File: config.mk
export PLATFORM = sky130hd
export DESIGN_NAME = load_align_flat
export DESIGN_NICKNAME = d
export VERILOG_FILES = /design/src/rtl/load_align_pkg.sv /design/src/rtl/load_align_if.sv /design/src/rtl/load_align_extract.sv /design/src/rtl/load_align.sv /design/src/flat_wrapper.sv
export SDC_FILE = /design/constraint.sdc
export NUM_CORES = 1
export LEC_CHECK = 0
export CAP_MARGIN = 5
export CORE_ASPECT_RATIO = 0.5
export CORE_UTILIZATION = 40
export DETAILED_ROUTE_END_ITERATION = 6
export PLACE_DENSITY = 0.84
export SLEW_MARGIN = 20
export SYNTH_ARGS = -nofsm -noshare
export SYNTH_HDL_FRONTEND = slang
export SYNTH_SLANG_ARGS = --single-unit
File: constraint.sdc
create_clock -name clock -period 2.4 [get_ports clock]
set_input_delay 0.36 -clock clock [delete_from_list [all_inputs] [get_ports clock]]
set_output_delay 0.36 -clock clock [all_outputs]
set_load 0.01 [all_outputs]
File: src/rtl/load_align_pkg.sv
// ---------------------------------------------------------------------------
// load_align_pkg
// Shared types and helpers for the load alignment block.
//   load_op_t      : funct3 load encodings (LB, LH, LW, LBU, LHU)
//   state_t        : controller states (IDLE, RD0, RD1, DONE)
//   op_legal()     : true for the five supported load encodings
//   op_misaligned(): true when the access spills into the next word
//   load_data()    : shift the two-word window and extend to 32 bits
// ---------------------------------------------------------------------------
package load_align_pkg;

    typedef enum logic [2:0] {
        LB  = 3'd0,
        LH  = 3'd1,
        LW  = 3'd2,
        LBU = 3'd4,
        LHU = 3'd5
    } load_op_t;

    typedef enum logic [1:0] {
        IDLE,
        RD0,
        RD1,
        DONE
    } state_t;

    function automatic logic op_legal(input logic [2:0] op);
        return op inside {LB, LH, LW, LBU, LHU};
    endfunction

    // A halfword only crosses the word boundary from byte 3; a word crosses
    // from any non-zero offset.
    function automatic logic op_misaligned(input logic [2:0] op, input logic [1:0] off);
        case (op)
            LH, LHU: return off == 2'd3;
            LW:      return off != 2'd0;
            default: return 1'b0;
        endcase
    endfunction

    // dw = {second word, first word}; the addressed byte is moved to bit 0
    // and the result is truncated and extended according to the op.
    function automatic logic [31:0] load_data(input logic [63:0] dw,
                                              input logic [1:0]  off,
                                              input logic [2:0]  op);
        logic [31:0] sh;
        sh = 32'(dw >> {off, 3'b000});
        case (op)
            LB:      return {{24{sh[7]}}, sh[7:0]};
            LH:      return {{16{sh[15]}}, sh[15:0]};
            LW:      return sh;
            LBU:     return {24'h0, sh[7:0]};
            LHU:     return {16'h0, sh[15:0]};
            default: return 32'h0;
        endcase
    endfunction

endpackage

File: src/rtl/load_align_if.sv
// ---------------------------------------------------------------------------
// load_align_if
// Bundles the core-side load handshake and the memory read channel.
//   ld_*  : load request from the core and the strobed result back
//   mem_* : word-aligned read requests to memory and the returned data
// Modports:
//   slave  : the load_align block view
//   master : the environment (core + memory) view
// ---------------------------------------------------------------------------
interface load_align_if;

    logic        ld_valid;
    logic        ld_ready;
    logic [31:0] ld_addr;
    logic [2:0]  ld_op;
    logic        ld_done;
    logic [31:0] ld_data;
    logic        ld_fault;
    logic        mem_valid;
    logic [31:0] mem_addr;
    logic [3:0]  mem_wstrb;
    logic        mem_ready;
    logic [31:0] mem_rdata;

    modport slave (
        input  ld_valid, ld_addr, ld_op, mem_ready, mem_rdata,
        output ld_ready, ld_done, ld_data, ld_fault, mem_valid, mem_addr, mem_wstrb
    );

    modport master (
        output ld_valid, ld_addr, ld_op, mem_ready, mem_rdata,
        input  ld_ready, ld_done, ld_data, ld_fault, mem_valid, mem_addr, mem_wstrb
    );

endinterface

File: src/rtl/load_align_extract.sv
// ---------------------------------------------------------------------------
// load_extract
// Combinational extraction of a load result from a two-word window.
//   rdata1 : second (higher-addressed) word, 0 for single-word loads
//   rdata0 : first word
//   off    : byte offset of the load within the first word
//   op     : funct3 load encoding
//   data   : aligned, sign/zero-extended result
// ---------------------------------------------------------------------------
module load_extract
    import load_align_pkg::*;
(
    input  logic [31:0] rdata1,
    input  logic [31:0] rdata0,
    input  logic [1:0]  off,
    input  logic [2:0]  op,
    output logic [31:0] data
);

    assign data = load_data({rdata1, rdata0}, off, op);

endmodule

File: src/rtl/load_align.sv
// ---------------------------------------------------------------------------
// load_align
// Turns a byte-addressed load request into one or two word reads and
// returns the aligned, extended result with a one-cycle done strobe.
// Ports:
//   clock : rising-edge clock
//   reset : asynchronous active-low reset
//   bus   : load_align_if.slave (load handshake + memory read channel)
// Configuration:
//   MISALIGNED_LOAD_EN defined   : word-crossing loads read a second word
//   MISALIGNED_LOAD_EN undefined : word-crossing loads fault without access
// ---------------------------------------------------------------------------
module load_align
    import load_align_pkg::*;
(
    input  logic        clock,
    input  logic        reset,
    load_align_if.slave bus
);

    state_t      state;
    state_t      state_next;
    logic [31:0] mem_addr_q;
    logic [1:0]  off_q;
    logic [2:0]  op_q;
    logic [31:0] rdata0_q;
    logic [31:0] ld_data_q;
    logic        ld_fault_q;
    logic        req_fault;
    logic        need_rd1;
    logic [31:0] ext_lo;
    logic [31:0] ext_hi;
    logic [31:0] ext_data;

    // A faulting request skips memory entirely and goes straight to DONE.
`ifdef MISALIGNED_LOAD_EN
    assign req_fault = !op_legal(bus.ld_op);
    assign need_rd1  = op_misaligned(op_q, off_q);
`else
    assign req_fault = !op_legal(bus.ld_op) || op_misaligned(bus.ld_op, bus.ld_addr[1:0]);
    assign need_rd1  = 1'b0;
`endif

    // In RD1 the first word is already held and the live read is the second
    // word; in RD0 the live read is the only word and the upper half is 0.
    assign ext_lo = (state == RD1) ? rdata0_q      : bus.mem_rdata;
    assign ext_hi = (state == RD1) ? bus.mem_rdata : 32'h0;

    load_extract u_extract (
        .rdata1 (ext_hi),
        .rdata0 (ext_lo),
        .off    (off_q),
        .op     (op_q),
        .data   (ext_data)
    );

    // State register.
    always_ff @(posedge clock or negedge reset) begin
        if (!reset) begin
            state <= IDLE;
        end else begin
            state <= state_next;
        end
    end

    // Next-state logic; mem_ready is only looked at while a read is open.
    always_comb begin
        state_next = state;
        case (state)
            IDLE: if (bus.ld_valid)  state_next = req_fault ? DONE : RD0;
            RD0:  if (bus.mem_ready) state_next = need_rd1 ? RD1 : DONE;
            RD1:  if (bus.mem_ready) state_next = DONE;
            DONE: state_next = IDLE;
            default: state_next = IDLE;
        endcase
    end

    // Request capture, read address sequencing and result registers. The
    // result registers only change on entry to DONE so they hold between
    // strobes.
    always_ff @(posedge clock or negedge reset) begin
        if (!reset) begin
            mem_addr_q <= 32'h0;
            off_q      <= 2'd0;
            op_q       <= 3'd0;
            rdata0_q   <= 32'h0;
            ld_data_q  <= 32'h0;
            ld_fault_q <= 1'b0;
        end else begin
            case (state)
                IDLE: begin
                    if (bus.ld_valid) begin
                        mem_addr_q <= {bus.ld_addr[31:2], 2'b00};
                        off_q      <= bus.ld_addr[1:0];
                        op_q       <= bus.ld_op;
                        if (req_fault) begin
                            ld_data_q  <= 32'h0;
                            ld_fault_q <= 1'b1;
                        end
                    end
                end
                RD0: begin
                    if (bus.mem_ready) begin
                        if (need_rd1) begin
                            rdata0_q   <= bus.mem_rdata;
                            mem_addr_q <= mem_addr_q + 32'd4;
                        end else begin
                            ld_data_q  <= ext_data;
                            ld_fault_q <= 1'b0;
                        end
                    end
                end
                RD1: begin
                    if (bus.mem_ready) begin
                        ld_data_q  <= ext_data;
                        ld_fault_q <= 1'b0;
                    end
                end
                default: ;
            endcase
        end
    end

    assign bus.ld_ready  = (state == IDLE);
    assign bus.mem_valid = (state == RD0) || (state == RD1);
    assign bus.ld_done   = (state == DONE);
    assign bus.mem_addr  = mem_addr_q;
    assign bus.mem_wstrb = 4'h0;
    assign bus.ld_data   = ld_data_q;
    assign bus.ld_fault  = ld_fault_q;

endmodule

File: src/flat_wrapper.sv
// flat-port wrapper written by rule: the top's interface ports become plain ports
module load_align_flat import load_align_pkg::*;
  (clock, reset, bus_ld_valid, bus_ld_addr, bus_ld_op, bus_mem_ready, bus_mem_rdata, bus_ld_ready, bus_ld_done, bus_ld_data, bus_ld_fault, bus_mem_valid, bus_mem_addr, bus_mem_wstrb);
  load_align_if bus_i ();
  input  logic clock;
  input  logic reset;
  input wire logic [$bits(bus_i.ld_valid)-1:0] bus_ld_valid;
  input wire logic [$bits(bus_i.ld_addr)-1:0] bus_ld_addr;
  input wire logic [$bits(bus_i.ld_op)-1:0] bus_ld_op;
  input wire logic [$bits(bus_i.mem_ready)-1:0] bus_mem_ready;
  input wire logic [$bits(bus_i.mem_rdata)-1:0] bus_mem_rdata;
  output wire logic [$bits(bus_i.ld_ready)-1:0] bus_ld_ready;
  output wire logic [$bits(bus_i.ld_done)-1:0] bus_ld_done;
  output wire logic [$bits(bus_i.ld_data)-1:0] bus_ld_data;
  output wire logic [$bits(bus_i.ld_fault)-1:0] bus_ld_fault;
  output wire logic [$bits(bus_i.mem_valid)-1:0] bus_mem_valid;
  output wire logic [$bits(bus_i.mem_addr)-1:0] bus_mem_addr;
  output wire logic [$bits(bus_i.mem_wstrb)-1:0] bus_mem_wstrb;
  assign bus_i.ld_valid = bus_ld_valid;
  assign bus_i.ld_addr = bus_ld_addr;
  assign bus_i.ld_op = bus_ld_op;
  assign bus_i.mem_ready = bus_mem_ready;
  assign bus_i.mem_rdata = bus_mem_rdata;
  assign bus_ld_ready = bus_i.ld_ready;
  assign bus_ld_done = bus_i.ld_done;
  assign bus_ld_data = bus_i.ld_data;
  assign bus_ld_fault = bus_i.ld_fault;
  assign bus_mem_valid = bus_i.mem_valid;
  assign bus_mem_addr = bus_i.mem_addr;
  assign bus_mem_wstrb = bus_i.mem_wstrb;
  load_align u_core (.clock(clock), .reset(reset), .bus(bus_i));
endmodule
== Yosys cells after proc, flatten, opt, wreduce, memory -nomap -nowiden ==
Index checks and enable logic that the tools add are counted.

* Logic and storage cells: 52
* Bits in registers: 70
* Output and inout port bits: 72

* Equal/unequal tests: 15
* Reduce and logical (&&, ||, !) cells: 14
* Mux-type cells: 16
* Shifts and indexed selects: 1

{| class="wikitable"
|+ Operators by type and width
! cell !! number
|-
| two-way mux 32 bit || 5
|-
| one-hot mux 32 bit (5 select lines) || 1
|-
| one-hot mux 32 bit (2 select lines) || 1
|-
| >> shifter 64 x 5 -> 32 bit || 1
|-
| == test 3 bit, second input constant || 4
|-
| == test 2 bit, second input constant || 3
|-
| == test 3 x 1 -> 1 bit, second input constant || 2
|-
| == test 3 x 2 -> 1 bit, second input constant || 2
|-
| zero test 3 bit || 2
|-
| two-way mux 2 bit || 3
|-
| one-hot mux 2 bit (3 select lines) || 1
|-
| nonzero test 5 bit || 1
|-
| != test 2 x 1 -> 1 bit, second input constant || 2
|-
| one-hot mux 1 bit (2 select lines) || 2
|-
| AND reduction 2 bit || 2
|-
| AND reduction 4 bit || 1
|-
| nonzero test 2 bit || 2
|-
| OR reduction 2 bit || 2
|-
| two-way mux 1 bit || 3
|-
| == test 2 x 1 -> 1 bit, second input constant || 1
|-
| zero test 2 bit || 1
|-
| logical OR 1 bit || 2
|-
| != test 2 bit, second input constant || 1
|-
| zero test 1 bit || 1
|}

== Longest topological paths before layout ==
* Depth after elaboration: 7
* Depth in mapped cells: 9
* Gate-level depth less buffers: 7

== Cells and area by module ==
A second synthesis with hierarchy kept.

* Cells, all modules: 428
* Area, all modules: 4,685.7 um^2

{| class="wikitable"
|+ By module, submodules not included
! module !! cells an instance !! instances !! area each (um^2)
|-
| load_align || 313 || 1 || 3,465.8
|-
| load_extract || 115 || 1 || 1,219.9
|}

== Worst setup path after synthesis ==
OpenSTA, ideal clock, no wires.

* Kind: register -> register
* Start point: register u_core.state[0]
* End point: register u_core.ld_data_q[22], in the netlist u_core.bus.ld_data[22]
* Required time: 2.267 ns
* Cell stages (with the launch flop): 9
* Data arrival time: 1.811 ns
* Slack: 0.456 ns
* Period minus slack after synthesis: 1.944 ns
* Path through: dfrtp_1 -> inv_1 -> ha_1 -> inv_2 -> o21ai_1 -> a211oi_4 -> buf_4 -> a32oi_1 -> nand2_1

{| class="wikitable"
|+ RTL lines
! element !! RTL line !! RTL
|-
| from (decl) || load_align.sv:21 || <nowiki>state_t state;</nowiki>
|-
| from (signal assigned) || load_align.sv:62 || <nowiki>state <= state_next;</nowiki>
|-
| zero test 2 bit * || - ||
|-
| net bus_ld_ready || flat_wrapper.sv:12 || <nowiki>output wire logic [$bits(bus_i.ld_ready)-1:0] bus_ld_ready;</nowiki>
|-
| != test 2 x 1 -> 1 bit (no line), or another cell as far along || - ||
|-
| AND reduction 4 bit (no line) || - ||
|-
| to (signal assigned) || load_align.sv:108 || <nowiki>ld_data_q <= ext_data;</nowiki>
|-
| to (signal assigned) || load_align.sv:115 || <nowiki>ld_data_q <= ext_data;</nowiki>
|-
| to (decl) || load_align.sv:27 || <nowiki>logic [31:0] ld_data_q;</nowiki>
|}

Mark *: on every way through the listed nets, which the timed path passes. The rest lies on a longest branch. The select of a mux whose other input is x is not followed.
A chain may end at the register's enable or synchronous reset.

== Worst setup path after layout ==
* Start point: register u_core.state[0]
* End point: output bus_ld_ready

* Longest elaborated chain between the ends: 1

{| class="wikitable"
|+ RTL lines
! element !! RTL line !! RTL
|-
| zero test 2 bit || load_align.sv:124 || <nowiki>assign bus.ld_ready = (state == IDLE);</nowiki>
|-
| to (decl) || flat_wrapper.sv:12 ||
|}

Every way passes these cells.

==> impl_metrics.env <==
export IMPL_grt_pass1_wl_um=17200
export IMPL_seq_area_um2=1750
export IMPL_vias_per_cell=5.72
export IMPL_fin_setup_tns_ps=0
export IMPL_synth_top_cell_by_area="dfrtp_1"
export IMPL_preCtsSetupSlack_ps=180
export IMPL_leakage_nw=2.31
export IMPL_yosysUniqueCellTypes=48
export IMPL_cp_max_fo=6
export IMPL_initial_core_util_pct=42.2
export IMPL_hold_buffers=0
export IMPL_port_buffers=136
export IMPL_area_growth_pct=48.1
export IMPL_hold_viol_final=0
export IMPL_p_per_area_nw_per_um2=1350
export IMPL_drc=7
export IMPL_critPathKind="reg2out"
export IMPL_drtPass1Iterations=7
export IMPL_drive_gt1_share_pct=8.98
export IMPL_wire_per_inst_um=18.0
export IMPL_die_x_um=139
export IMPL_worstPathRequired_ps=2040
export IMPL_dp_cells=580
export IMPL_design_area_um2=5570
export IMPL_post_cts_buffers=0
export IMPL_totalWireLength_um=10700
export IMPL_synthArstFlopShare_pct=100
export IMPL_synth_ff_type="dfrtp_1"
export IMPL_fmax_mhz=450
export IMPL_syn_instance_count=338
export IMPL_dp_hpwl_um=7940
export IMPL_whs_ps=61.8
export IMPL_std_cell_rows=24
export IMPL_setup_viol=0
export IMPL_finalCritPeriodShare_pct=92.5
export IMPL_synth_avg_cell_area_um2=11.1
export IMPL_synth_edf_count=0
export IMPL_yosysWarnings=0
export IMPL_fillers=699
export IMPL_final_util_pct=62.5
export IMPL_core_area_um2=8920
export IMPL_grt_max_degree=42
export IMPL_ioPinCount=143
export IMPL_worst_slew_pin_slew_ps=680
export IMPL_tritoncts_num_buffers=9
export IMPL_grt_pass1_vias=3480
export IMPL_clock_latency_ps=340
export IMPL_irDropWorstVdd_mv=0.804
export IMPL_synth_seq_cells=70
export IMPL_die_area_um2=9820
export IMPL_cap_viol_max_count=0
export IMPL_grt_overflow=0
export IMPL_post_synth_instance_area_um2=3760
export IMPL_cts_tree="done"
export IMPL_place_area_um2=5270
export IMPL_yosysSeqAreaShare_pct=46.6
export IMPL_rsz0062_at_grt="false"
export IMPL_skew_ps=6.89
export IMPL_arrival_ps=1860
export IMPL_worst_setup_path_end_kind="output port"
export IMPL_fin_nets=551
export IMPL_gr_usage_all_layers_pct=22.8
export IMPL_gp_congestion=0.907
export IMPL_violations="DRC"
export IMPL_drt_iter0_drc=314
export IMPL_layout_commonest_cell="clkdlybuf4s50_1"
export IMPL_antenna_found_initial=0
export IMPL_multi_input_area_um2=1850
export IMPL_slew_headroom_pct=54.7
export IMPL_antenna_cells=0
export IMPL_ant_nets=0
export IMPL_min_period_ps=2220
export IMPL_vias=3412
export IMPL_root_buffer="clkbuf_16"
export IMPL_netlist_area_leader_share_pct=46.6
export IMPL_final_cell_count_no_fill=596
export IMPL_total_power_mw=7.50
export IMPL_mostFrequentLayoutCells="clkdlybuf4s50_1, dfrtp_1, mux2_1, nand2_1, o21ai_0"
export IMPL_slew_violations=0
export IMPL_cts_max_level=3
export IMPL_setup_ws_ps=179
export IMPL_hp_class="in2async"
export IMPL_status="finished with violations"
export IMPL_start_kind="flip-flop"
export IMPL_synth_area_leaders="dfrtp_1, mux2_1, mux2i_1"
export IMPL_die_y_um=70.6
export IMPL_clock_sinks=70
export IMPL_clkTransAtPathRegs_ps=60
export IMPL_clockBufferDepth=2
export IMPL_cts_resized=0
==> final timing paths <==
check | start | endpoint | slack, ps | cells after the start
min in group clock | u_core.bus.ld_data[4] | u_core.bus.ld_data[4] | 490 | 2
max reg2reg | u_core.state[0] | u_core.bus.ld_data[16] | 190 | 7
max in group asynchronous | reset | u_core.bus.ld_data[31] | 1680 | 2
min reg2reg | u_core.bus.ld_data[4] | u_core.bus.ld_data[4] | 490 | 2
min | reset | u_core.bus.ld_data[28] | 60 | 1
max | u_core.state[0] | bus_ld_ready | 180 | 3
==> cells by family (layout without fill, tap and decap cells) <==
logic type               Yosys count  after routing  synth area share [%]
AO/OA/AOI/OAI                    109            109                  22.1
XOR/XNOR                           1              1                 0.233
adder cells (fa/ha/maj)            6              6                  2.00
buffers and inverters             36            172                  4.99
flip-flops                        70             70                  46.6
multiplexers                      53             53                  15.8
other                              1              6                0.0997
AND/OR/NAND/NOR                   62             62                  8.22
==> area by class of cell <==
| cell class | count | area share [%] |
|---|---|---|
| timing repair buffer | 147 | 26.7 |
| tap | 117 | 2.63 |
| multi-input combinational | 237 | 33.2 |
| clock inverter | 7 | 1.39 |
| sequential | 70 | 31.4 |
| inverter | 9 | 0.606 |
| clock buffer | 9 | 4.04 |
==> power by group <==
group	internal (mW)	leakage [nW]	switching [mW]
logic	2.00	1.29	2.05
registers	1.69	0.878	0.400
clock network	0.816	0.147	0.535
total	4.51	2.31	2.98
==> state kept, by name, summed over array words and instances, names as in the netlist <==
register             count
u_core.bus.ld_data      32
u_core.bus.ld_fault      1
u_core.bus.mem_addr     30
u_core.off_q             2
u_core.op_q              3
u_core.state             2
==> synth_stat cells (all sizes together) (8+ instances only) <==
| master | number |
|---|---|
| o22a | 8 |
| o21ai | 26 |
| nand2 | 29 |
| inv | 9 |
| mux2i | 12 |
| buf | 18 |
| dfrtp | 70 |
| mux2 | 40 |
| a22oi | 12 |
| nor2 | 9 |
| nand2b | 8 |
| a32oi | 9 |
| clkbuf | 9 |
| o22ai | 10 |
==> critical path, stage by stage, from the launching register on <==
cell and delay, ps:
dfrtp_1 410, inv_1 140, ha_1 360, clkdlybuf4s50_1 610
==> layer usage <==
layer / GRT usage, % / vias to the layer above / part of all wire, %
met5: 0 / - / 0
met4: 11.0 / 0 / 2.8
met3: 8.33 / 34 / 9.7
met2: 38.9 / 195 / 49
met1: 25.8 / 1631 / 39
li1: - / 1552 / -
No activity file was read; power rests on OpenSTA's default activity.
